--- src/rtl/wb_mem_responder.sv ---
// Pipelined Wishbone B4 memory slave: fixed-latency responses, byte-select writes,
// forced stall from test control and bus errors for addresses outside the memory.
module wb_mem_responder #(
    parameter int AW      = 5,
    parameter int DW      = 32,
    parameter int LGMEM   = 4,
    parameter int LATENCY = 2,
    parameter int MAXOUT  = 4
) (
    input  logic                         i_clk,
    input  logic                         i_reset_n,
    input  logic                         i_wb_cyc,
    input  logic                         i_wb_stb,
    input  logic                         i_wb_we,
    input  logic [AW-1:0]                i_wb_addr,
    input  logic [DW-1:0]                i_wb_data,
    input  logic [DW/8-1:0]              i_wb_sel,
    output logic                         o_wb_stall,
    output logic                         o_wb_ack,
    output logic [DW-1:0]                o_wb_data,
    output logic                         o_wb_err,
    input  logic                         i_stall_req,
    output logic [$clog2(MAXOUT+1)-1:0]  o_outstanding
);
    localparam int SW    = DW / 8;
    localparam int OW    = $clog2(MAXOUT + 1);
    localparam int DEPTH = 1 << LGMEM;

    logic [DW-1:0]      r_mem [DEPTH];
    logic [LATENCY-1:0] r_valid;
    logic [LATENCY-1:0] r_err;
    logic [DW-1:0]      r_data [LATENCY];
    logic [OW-1:0]      r_outstanding;

    logic               w_inRange;
    logic [LGMEM-1:0]   w_memAddr;
    logic               w_stall;
    logic               w_accept;
    logic               w_lastErr;
    logic               w_flush;
    logic [DW-1:0]      w_rdata;
    logic [DW-1:0]      w_stage0Data;

    generate
        if (LGMEM < AW) begin : g_rangeCheck
            assign w_inRange = (i_wb_addr[AW-1:LGMEM] == '0);
        end else begin : g_fullRange
            assign w_inRange = 1'b1;
        end
    endgenerate

    assign w_memAddr = i_wb_addr[LGMEM-1:0];
    assign w_stall   = i_stall_req || (r_outstanding == OW'(MAXOUT));
    assign w_accept  = i_wb_cyc && i_wb_stb && !w_stall;
    assign w_lastErr = r_valid[LATENCY-1] && r_err[LATENCY-1];

    // Dropping cyc abandons the burst, and an err ends it, so anything in flight is discarded.
    assign w_flush = !i_wb_cyc || w_lastErr;

    assign w_rdata      = r_mem[w_memAddr];
    assign w_stage0Data = (w_accept && !i_wb_we && w_inRange) ? w_rdata : '0;

    // Writes land at the accept edge, so a read issued on the next cycle sees the new bytes.
    always_ff @(posedge i_clk) begin
        if (w_accept && !w_flush && i_wb_we && w_inRange) begin
            for (int k = 0; k < SW; k++) begin
                if (i_wb_sel[k]) begin
                    r_mem[w_memAddr][8*k +: 8] <= i_wb_data[8*k +: 8];
                end
            end
        end
    end

    always_ff @(posedge i_clk or negedge i_reset_n) begin
        if (!i_reset_n) begin
            r_valid       <= '0;
            r_err         <= '0;
            r_outstanding <= '0;
            for (int i = 0; i < LATENCY; i++) begin
                r_data[i] <= '0;
            end
        end else if (w_flush) begin
            r_valid       <= '0;
            r_err         <= '0;
            r_outstanding <= '0;
            for (int i = 0; i < LATENCY; i++) begin
                r_data[i] <= '0;
            end
        end else begin
            r_valid[0] <= w_accept;
            r_err[0]   <= w_accept && !w_inRange;
            r_data[0]  <= w_stage0Data;
            for (int i = 1; i < LATENCY; i++) begin
                r_valid[i] <= r_valid[i-1];
                r_err[i]   <= r_err[i-1];
                r_data[i]  <= r_data[i-1];
            end
            r_outstanding <= r_outstanding + OW'(w_accept) - OW'(r_valid[LATENCY-1]);
        end
    end

    assign o_wb_stall    = w_stall;
    assign o_wb_ack      = i_wb_cyc && r_valid[LATENCY-1] && !r_err[LATENCY-1];
    assign o_wb_err      = i_wb_cyc && w_lastErr;
    assign o_wb_data     = r_data[LATENCY-1];
    assign o_outstanding = r_outstanding;

endmodule

--- config.mk ---
export PLATFORM = sky130hd
export DESIGN_NAME = wb_mem_responder
export DESIGN_NICKNAME = d
export VERILOG_FILES = /design/src/rtl/wb_mem_responder.sv
export SDC_FILE = /design/constraint.sdc
export NUM_CORES = 1
export LEC_CHECK = 0
export BUFFER_PORTS_ARGS = -buffer_cell sky130_fd_sc_hd__buf_2
export CAP_MARGIN = 20
export CORE_MARGIN = 2
export CORE_UTILIZATION = 60
export DETAILED_ROUTE_END_ITERATION = 10
export HOLD_SLACK_MARGIN = 0.12
export PLACE_DENSITY_LB_ADDON = 0.25
export SYNTH_ARGS = -nofsm -noshare
export SYNTH_HDL_FRONTEND = slang
export SYNTH_SLANG_ARGS = --single-unit
--- constraint.sdc ---
create_clock -name i_clk -period 2.97 [get_ports i_clk]
set_input_delay 0.297 -clock i_clk [delete_from_list [all_inputs] [get_ports i_clk]]
set_output_delay 0.297 -clock i_clk [all_outputs]
set_load 0.02 [all_outputs]
==> impl_results.md <==
* Crit path kind: reg -> reg
* I/O pin total at 85
* Most frequent cells in the layout: edfxtp_1 (512), mux4_2 (128), buf_2 (80), buf_4 (76), dfrtp_1 (71)
* Vias at 10408
* Clock root buffer: clkbuf_16
* Synth Register Bits at 583
* Crit path capture: r_mem[3][10]$_DFFE_PP_
* Worst R2R Start: o_outstanding[2]$_DFF_PN0_
* Clock transition at path regs at 0.06 ns
* Area taken by multi-input logic gates at 4500 sq um
* Measured slew at the worst slew-check pin at slightly below 1 ns
* Peak VDD IR at around 0.51 mV
* Ant. Diodes at 0
* Clock buffer depth at 3
* Leak Pwr at ~9.0 nW
* Dpl cells at around 1600
* Endpoints failing setup at 0
* Grt ovf at 0
* Vert. Die Dim at 196 microns
* Slew Limit Headroom at between 30% and 40%
* Cells after Synth at ~1000
* Setup_tns at 0 ns
* Register area at approximately 17000 sq um
* Cells on worst reg2reg path at 5
* P&R area growth vs syn at 14.9%
* Vias in the first global route at around 11000
* CTS resizes at 0
* RSZ-0062 raised after global routing: false
* Largest family of logic cells by synthesized area: multiplexers
* CP max stage cell: nand3_1
* Total Wirelength at approximately 44000 microns
* Flop-to-flop setup slack at around 0.32 ns
* Simple logic cell fraction of the synthesized area at 3.22%
* Clock skew at around 0.013 ns
* CTS H-tree lvls at 2
* Worst hold-check path type: in -> reg
* Final slew viol count at 0
* Overall die width at approximately 200 microns
* Post-CTS Setup Repair Bufs at 0
* Tmin final at 2.65 ns
* Adder-cell share of the synthesized area at 0.147%
* Distinct cells, synth at 27
* Worst path required time at ~3.3 ns
* Endpoints failing hold at 0
* First-pass GRT wire length at approximately 67000 microns
* Routed length per instance at ~25 microns
* Dpl hpwl at 27000 microns
* Placed inst area at between 20000 and 25000 sq um
* Cell area after layout at ~25000 sq um
* Mapped Area at around 22000 sq um
* Crit-path max cell delay at 0.65 ns
* Kind of end point of the critical path: flop
* Post-Synth XOR/XNOR Area at less than 1%
* Top FF cell, synth: edfxtp_1
* Cts bufs inserted at 55
* Sink Count at a little under 600
* P per Cell Area at 647 nW/um^2
* Iter 0 DRT Violations at between 800 and 900
* Buffers on Ports at 84
* Final ANT Viol Nets at 0
* CTS tree: yes
* Post-layout instance count excluding filler cells at about 1700
* Final nets at between 1000 and 1500
* Die area at between 30000 and 40000 sq um
* Max-cap violations at 0
* Crit path max fanout at 16
* Pin count of the biggest net entering global routing at 72
* Ys Warns at 0
* Power Total at about 16 mW
* Router iterations before antenna repair at 8
* Mapped Avg Cell Area at 21.2 sq um
* FF-to-FF End: r_mem[3][10]$_DFFE_PP_
* Post-synthesis sequential area ratio at 77.4%
* Fillers at ~2200
* Clk_lat worst skew at slightly below 0.6 ns
* Max Freq at about 380 MHz
* Antenna violations before repair at 0
* Global Route Usage Sum at roughly a quarter
* CP Cell Sequence: nor3b_2 > nor4b_4 > nand3_1 > nor2_1 > buf_4
* Synth Net Count at 1095
* Crit share post-route at about 90%
* Mux cell area share after synthesis at 15.9%
* Layout cells sized above 1 at between 20 and 30%
* Initial Util at 60.7%
* Crit path launch: o_outstanding[2]$_DFF_PN0_
* Compound-Gate Fraction of Synth Area at 0.904%
* WHS at ~0.13 ns
* Crit path arrival time at 2.95 ns
* Leading cell type in the layout, fill and taps excluded: edfxtp_1
* GP Congestion at approximately 0.74
* Worst setup SP type: flop
* Routed vias/inst at between 6 and 7
* Ys async rst share at about 12%
* Row Count at 70
* Status: complete, no violations
* Hold path startpoint: i_wb_data[21]
* Number of remaining DRC errors at 0
* EDFF count, synth at 512
* Core area at 36500 sq um
[routing by layer]
| layer | global-route usage [%] | vias to the layer above | wire length (microns) |
|---|---|---|---|
| li1 | - | 4544 | - |
| met1 | 32.4 | 5396 | 17300 |
| met2 | 39.5 | 385 | 22300 |
| met3 | 4.44 | 81 | 3040 |
| met4 | 7.18 | 2 | 1050 |
| met5 | 1.02 | - | 48 |
[registers in the layout, indices dropped and copies added, names as in the netlist]
name           count
o_wb_data         32
o_outstanding      3
r_err              2
r_mem            512
r_valid            2
r_data            32
[stage by stage]
step	setup WS [ns]	util (%)
6_report	0.318	69.7
3_5_place_dp	0.380	63.9
3_3_place_gp	0.487	63.9
4_1_cts	0.360	69.7
5_1_grt	0.175	69.7
2_1_floorplan	0.693	-
[logic make-up after synthesis]
group           count (synthesis)
compound gates                 32
buf+inv                        90
flops                         583
mux                           192
simple gates                  144
xor+xnor                        3
fa+ha+maj                       2
[repair_timing]
item,in CTS,in global routing
hold endpoints to repair,554,0
hold buffers,36,0
setup endpoints to repair,0,0
[critical path, delay by kind of cell (launching register included)]
family        cells  cell delay [ns]
flops             1             0.40
buf+inv           1             0.22
simple gates      4             1.74
[synth_stat cells (2+ instances only)]
master / count / share of area (%)
edfxtp_1: 512 / 69
mux4_2: 128 / 13
dfrtp_1: 71 / 8.0
nor2_1: 68 / 1.2
mux2i_1: 64 / 2.9
buf_4: 39 / 1.3
and3_1: 36 / 1.0
o22ai_1: 32 / 0.90
clkbuf_1: 27 / 0.46
buf_2: 19 / 0.43
nand2_1: 12 / 0.20
nand3_1: 11 / 0.25
nor2b_1: 7 / 0.20
buf_1: 4 / 0.068
and2_1: 3 / 0.085
xnor2_1: 2 / 0.079
[how the worst min path moves through the flow]
stage                                       endpoint  depth (start not counted)
after floorplan           o_outstanding[0]$_DFF_PN0_                          0
after global routing         r_mem[13][21]$_DFFE_PP_                          1
after global placement            r_err[1]$_DFF_PN0_                          1
final                        r_mem[14][21]$_DFFE_PP_                          1
after CTS                     r_mem[6][21]$_DFFE_PP_                          1
after detailed placement      o_wb_data[8]$_DFF_PN0_                          1
[cell type report]
type	count	share of cell area [%]
well taps	468	2.30
inverters	1	0.0147
repair buffers	199	5.72
clock buffers	67	5.75
clock inverters	36	1.17
flip-flops and latches	583	67.4
multi-input cells	373	17.7
[power by group]
part / switching, mW / internal, mW
sequential: 0.00990 / 8.93
combinational: 0.408 / 0.296
clock: 2.89 / 3.93
(Power assumes the default switching activity.)
